===== config.mk =====
export PLATFORM = sky130hd
export DESIGN_NAME = lcd_fill_engine
export DESIGN_NICKNAME = d
export VERILOG_FILES = /design/src/rtl/lcd_pkg.sv /design/src/rtl/lcd_stream_reg.sv /design/src/rtl/lcd_fill_engine.sv
export SDC_FILE = /design/constraint.sdc
export NUM_CORES = 1
export LEC_CHECK = 0
export CAP_MARGIN = 40
export CORE_MARGIN = 10
export CORE_UTILIZATION = 55
export DETAILED_ROUTE_END_ITERATION = 10
export PLACE_DENSITY = 0.78
export SYNTH_ARGS = -nofsm -noshare
export SYNTH_HDL_FRONTEND = slang
export SYNTH_HIERARCHICAL = 1
export SYNTH_SLANG_ARGS = --single-unit

===== constraint.sdc =====
create_clock -name clk -period 3.38 [get_ports clk]
set_input_delay 0.676 -clock clk [delete_from_list [all_inputs] [get_ports clk]]
set_output_delay 0.676 -clock clk [all_outputs]
set_load 0.02 [all_outputs]

===== src/rtl/lcd_pkg.sv =====
// Shared definitions for the ST7789 LCD path: command opcodes, SPI word layout,
// fill-engine state encoding and panel geometry defaults.
package lcd_pkg;

  localparam int WORD_W = 9;
  localparam int DC_BIT = 8;

  localparam logic [7:0] CMD_CASET = 8'h2A;
  localparam logic [7:0] CMD_RASET = 8'h2B;
  localparam logic [7:0] CMD_RAMWR = 8'h2C;

  localparam int DEF_WIDTH  = 240;
  localparam int DEF_HEIGHT = 135;
  localparam int DEF_X_OFF  = 40;
  localparam int DEF_Y_OFF  = 53;

  typedef enum logic [3:0] {
    S_IDLE,
    S_CASET,
    S_CP0,
    S_CP1,
    S_CP2,
    S_CP3,
    S_RASET,
    S_RP0,
    S_RP1,
    S_RP2,
    S_RP3,
    S_RAMWR,
    S_PIX_HI,
    S_PIX_LO
  } lcd_state_t;

  function automatic logic [WORD_W-1:0] lcd_word(input logic dc, input logic [7:0] b);
    logic [WORD_W-1:0] w;
    w         = '0;
    w[DC_BIT] = dc;
    w[7:0]    = b;
    return w;
  endfunction

endpackage


===== src/rtl/lcd_stream_reg.sv =====
// Valid/ready output holding register: once a word is presented it stays
// unchanged until the downstream stage takes it.
module lcd_stream_reg
  import lcd_pkg::*;
(
  input  logic              clk,
  input  logic              rst,
  input  logic              in_valid,
  input  logic [WORD_W-1:0] in_data,
  output logic              in_ready,
  output logic              out_valid,
  output logic [WORD_W-1:0] out_data,
  input  logic              out_ready
);

  // Handshake: a word moves on a clk edge where out_valid && out_ready; while
  // out_valid is high and out_ready low, out_valid and out_data hold.
  assign in_ready = !out_valid || out_ready;

  always_ff @(posedge clk or posedge rst) begin
    if (rst) begin
      out_valid <= 1'b0;
      out_data  <= '0;
    end else if (in_ready) begin
      out_valid <= in_valid;
      out_data  <= in_valid ? in_data : '0;
    end
  end

endmodule


===== src/rtl/lcd_fill_engine.sv =====
// Rectangle fill generator: turns a window and a colour into the full
// CASET/RASET/RAMWR + pixel word stream for the LCD SPI sender.
module lcd_fill_engine
  import lcd_pkg::*;
#(
  parameter int WIDTH  = DEF_WIDTH,
  parameter int HEIGHT = DEF_HEIGHT,
  parameter int X_OFF  = DEF_X_OFF,
  parameter int Y_OFF  = DEF_Y_OFF
) (
  input  logic              clk,
  input  logic              rst,
  input  logic              start,
  input  logic [7:0]        x0,
  input  logic [7:0]        y0,
  input  logic [7:0]        x1,
  input  logic [7:0]        y1,
  input  logic [15:0]       colour,
  output logic              busy,
  output logic              done,
  output logic              err,
  output logic              out_valid,
  output logic [WORD_W-1:0] out_data,
  input  logic              out_ready,
  output lcd_state_t        state
);

  lcd_state_t        state_n;
  logic [7:0]        x0_q, y0_q, x1_q, y1_q;
  logic [15:0]       colour_q;
  logic [14:0]       pix_cnt, cnt_dec;
  logic [7:0]        win_w, win_h;
  logic [15:0]       col0, col1, row0, row1;
  logic              bad, accept, xfer, advance, last;
  logic              in_valid, in_ready;
  logic [WORD_W-1:0] in_data;

  assign bad = (x0 > x1) || (y0 > y1) || (32'(x1) >= WIDTH) || (32'(y1) >= HEIGHT);
  assign accept  = (state == S_IDLE) && start && !bad;
  assign xfer    = out_valid && out_ready;
  assign advance = (state == S_IDLE) ? accept : xfer;
  assign cnt_dec = pix_cnt - 15'd1;
  assign last    = (cnt_dec == 15'd0);
  assign busy    = (state != S_IDLE);

  assign win_w = x1 - x0 + 8'd1;
  assign win_h = y1 - y0 + 8'd1;
  assign col0  = 16'(x0_q) + 16'(X_OFF);
  assign col1  = 16'(x1_q) + 16'(X_OFF);
  assign row0  = 16'(y0_q) + 16'(Y_OFF);
  assign row1  = 16'(y1_q) + 16'(Y_OFF);

  always_ff @(posedge clk or posedge rst) begin
    if (rst) begin
      state    <= S_IDLE;
      x0_q     <= '0;
      y0_q     <= '0;
      x1_q     <= '0;
      y1_q     <= '0;
      colour_q <= '0;
      pix_cnt  <= '0;
      done     <= 1'b0;
      err      <= 1'b0;
    end else begin
      state <= state_n;
      done  <= (state == S_PIX_LO) && xfer && last;
      err   <= (state == S_IDLE) && start && bad;
      if ((state == S_IDLE) && start) begin
        x0_q     <= x0;
        y0_q     <= y0;
        x1_q     <= x1;
        y1_q     <= y1;
        colour_q <= colour;
      end
      // Pixel count is multiplied once, straight from the request inputs.
      if (accept)
        pix_cnt <= 15'(16'(win_w) * 16'(win_h));
      else if ((state == S_PIX_LO) && xfer)
        pix_cnt <= cnt_dec;
    end
  end

  // The state names the word currently held in the output register, so the
  // word loaded on an advance is the one belonging to the next state.
  always_comb begin
    state_n = state;
    if (advance) begin
      case (state)
        S_IDLE:   state_n = S_CASET;
        S_CASET:  state_n = S_CP0;
        S_CP0:    state_n = S_CP1;
        S_CP1:    state_n = S_CP2;
        S_CP2:    state_n = S_CP3;
        S_CP3:    state_n = S_RASET;
        S_RASET:  state_n = S_RP0;
        S_RP0:    state_n = S_RP1;
        S_RP1:    state_n = S_RP2;
        S_RP2:    state_n = S_RP3;
        S_RP3:    state_n = S_RAMWR;
        S_RAMWR:  state_n = S_PIX_HI;
        S_PIX_HI: state_n = S_PIX_LO;
        S_PIX_LO: state_n = last ? S_IDLE : S_PIX_HI;
        default:  state_n = S_IDLE;
      endcase
    end
  end

  always_comb begin
    in_data = '0;
    case (state_n)
      S_CASET:  in_data = lcd_word(1'b0, CMD_CASET);
      S_CP0:    in_data = lcd_word(1'b1, col0[15:8]);
      S_CP1:    in_data = lcd_word(1'b1, col0[7:0]);
      S_CP2:    in_data = lcd_word(1'b1, col1[15:8]);
      S_CP3:    in_data = lcd_word(1'b1, col1[7:0]);
      S_RASET:  in_data = lcd_word(1'b0, CMD_RASET);
      S_RP0:    in_data = lcd_word(1'b1, row0[15:8]);
      S_RP1:    in_data = lcd_word(1'b1, row0[7:0]);
      S_RP2:    in_data = lcd_word(1'b1, row1[15:8]);
      S_RP3:    in_data = lcd_word(1'b1, row1[7:0]);
      S_RAMWR:  in_data = lcd_word(1'b0, CMD_RAMWR);
      S_PIX_HI: in_data = lcd_word(1'b1, colour_q[15:8]);
      S_PIX_LO: in_data = lcd_word(1'b1, colour_q[7:0]);
      default:  in_data = '0;
    endcase
  end

  assign in_valid = advance && (state_n != S_IDLE);

  lcd_stream_reg u_stream_reg (
    .clk       (clk),
    .rst       (rst),
    .in_valid  (in_valid),
    .in_data   (in_data),
    .in_ready  (in_ready),
    .out_valid (out_valid),
    .out_data  (out_data),
    .out_ready (out_ready)
  );

endmodule


==> results.tsv <==
stage	metric	value	unit
worst_setup_path	worst setup path endpoint	pix_cnt[13]	
routing	met3 wire length	2181	microns
worst_setup_path	end of the worst register-to-register path	u_stream_reg/out_valid	
pwr	maximum VDD drop	1.528	mV
worst_setup_path	Worst path max stage delay	0.53	ns
routing	Highest Signal Layer	met4	
routing	WL final	25470	microns
routing	Routed met2 length	12370	microns
routing	DR iter-0 viols	915	
global_route	first-pass GRT wire length	38190	microns
die	Die Ht	137.8	microns
timing	final slew viol count	0	
clock_tree	Num CTS Buffers	9	
pwr	Leakage	5.047	nW
run_status	failing checks	setup timing	
worst_setup_path	CP delay by family, top	adder cells	
timing	final worst slack	-2.350	ns
timing	Final min period	5.730	ns
timing	unrepaired setup endpoints after global routing	true	
cells_and_area	Antenna Cells	0	
die	die area	0.01900	sq mm
placement	dpl cell area	0.009623	sq mm
clock_tree	clock sinks	79	
worst_setup_path	Critical Path Most Common Cell	inv_1	
timing	Hold Vio Cnt, Final	0	
clock_tree	buffer levels on the longest clock path	2	
global_route	initial antenna violation count	0	
timing	Worst Skew	0.01239	ns
global_route	Overflow after GRT	0	
worst_setup_path	Crit path arrival time	6.01	ns
cells_and_area	Finished Cell Area	0.01067	sq mm
timing	Max-slew headroom	46.75	%
pwr	PwrDens	1105	mW/mm^2
timing	Final Cycle Share	169.5	%
worst_setup_path	endpoint class of the critical path	flop	
worst_setup_path	slowest cell on the critical path	fa_2	
worst_setup_path	worst r2r src	pix_cnt[0]	
cells_and_area	commonest non-fill, non-tap cells in the layout	buf_4, nand2_1, inv_1	
global_route	pin count of the biggest net entering global routing	65	
routing	routed length on met1	9563	microns
worst_setup_path	Required @ worst endpoint	3.67	ns
yosys	cell area after synthesis	0.007636	sq mm
run	max-cap violation count	0	
cells_and_area	share of layout cells above drive strength 1	29.43	%
routing	Remaining DRCs	0	
run_status	status	complete, but fails checks	
timing	final setup fails	17	
routing	first-pass iteration count of the detailed router	7	
global_route	vias in the first global route	7677	
min_path	HP Class	flop to flop	
global_route	Total GRT Usage	25.02	%
clock_tree	CTS Root Cell	clkbuf_16	
routing	routed vias/inst	5.914	
timing	tightest hold margin	0.4742	ns
cells_and_area	area grow syn2layout	39.77	%
clock_tree	Worst-Skew Late Latency	0.35	ns
timing	Fmax	174.5	MHz
worst_setup_path	worst path buffer plus inverter count	8	
worst_setup_path	crit-path max FO	4	
clock_tree	H-tree depth	3	
cells_and_area	most common cell after layout, fill and taps aside	buf_4	
worst_setup_path	path type of the worst setup path	primary input to flop	
die	die width	137.8	microns
die	core area	0.01340	sq mm
yosys	Mapped Avg Cell Area	8.428	sq um
die	IO Pins	69	
worst_setup_path	CP Launch Type	primary input	
worst_setup_path	Worst R2R Setup Slack	0.43	ns
placement	Post-DP HPWL	16620	microns
placement	dpl ws	-3.061	ns
routing	routed via count	7712	
worst_setup_path	crit path from	x0[2]	
routing	DR WL/cell	19.53	microns
cells_and_area	Layout Nets	1295	
worst_setup_path	worst reg2reg path depth	12	
worst_setup_path	Worst path depth	26	
clock_tree	CTS tree	done	
placement	PortBufs	68	
die	Rows	42	
yosys	synth warn	6	
die	Starting Density	56.98	%
yosys	Post-Synthesis Cells	906	
yosys	Net Count, Synth	1077	
clock_tree	Clk pin slew, worst setup/hold paths	0.06	ns
timing	Least-Margin Pin Slew	0.7927	ns
placement	routability cong.	0.9442	
routing	Routed Antenna Nets	0	
==> per-layer routing <==
metal  up-vias  track usage (%)
li1       3483                -
met4         0            11.59
met2       435            41.54
met5         -                0
met3       125            5.208
met1      3669            30.50
==> worst min-delay path by stage <==
stage | slack, ns | start | cells after the start | end
floorplan | 0.44 | colour_q[0] | 2 | colour_q[0]
global placement | 0.46 | colour_q[0] | 2 | colour_q[0]
detailed placement | 0.46 | colour_q[0] | 2 | colour_q[0]
CTS | 0.48 | colour_q[0] | 2 | colour_q[0]
global route | 0.49 | colour_q[0] | 2 | colour_q[0]
finish | 0.47 | colour_q[0] | 2 | colour_q[0]
==> through the flow <==
| stage | TNS, ns | total power, W | util [%] | std cells |
|---|---|---|---|---|
| 6_report | -22.05 | 0.01180 | 79.65 | 1304 |
| 5_1_grt | -24.38 | 0.01279 | 79.65 | 1304 |
| 4_1_cts | -21.34 | 0.01100 | 77.91 | 1300 |
| 3_5_place_dp | -37.12 | 0.009130 | 71.81 | 1264 |
| 3_3_place_gp | -35.60 | 0.008911 | 71.81 | 1264 |
| 2_1_floorplan | -19.73 | 0.006775 | - | 906 |
==> timing repair <==
item                                    4_1_cts  5_1_grt
endpoints found under the setup margin       23       22
gates resized for setup                     112       49
pin swaps                                    75       46
hold buffers                                  0        0
setup buffers                                22        5
==> sequential cells by signal, indices dropped and copies added, names as in the netlist <==
| signal | flops |
|---|---|
| colour_q | 16 |
| y0_q | 8 |
| state | 4 |
| u_stream_reg/out_data | 9 |
| pix_cnt | 15 |
| done | 1 |
| x0_q | 8 |
| y1_q | 8 |
| u_stream_reg/out_valid | 1 |
| err | 1 |
| x1_q | 8 |
==> worst register-to-register path, delay by kind of cell (launching register included) <==
family | cells | cell delay, ns
AND/OR/NAND/NOR | 3 | 0.63
AO/OA/AOI/OAI | 5 | 1.00
adder cells (fa/ha/maj) | 1 | 0.30
flip-flops | 1 | 0.46
buffers and inverters | 3 | 0.43
==> area by class of cell <==
cell class / count / area (sq um)
Clock buffer: 10 / 239.0
Tap cell: 176 / 220.2
Multi-Input combinational cell: 691 / 5808
Inverter: 108 / 420.4
Fill cell: 798 / 2728
Sequential cell: 79 / 1977
Clock inverter: 5 / 33.78
Timing Repair Buffer: 235 / 1974
==> report_power, final <==
part / leakage [nW] / switching [W] / internal [W] / total, W
combinational: 3.93 / 0.00459 / 0.00444 / 0.00903
sequential: 0.986 / 0.000508 / 0.00134 / 0.00185
clock: 0.131 / 0.000406 / 0.000513 / 0.000919
No activity file was read; power rests on OpenSTA's default activity.
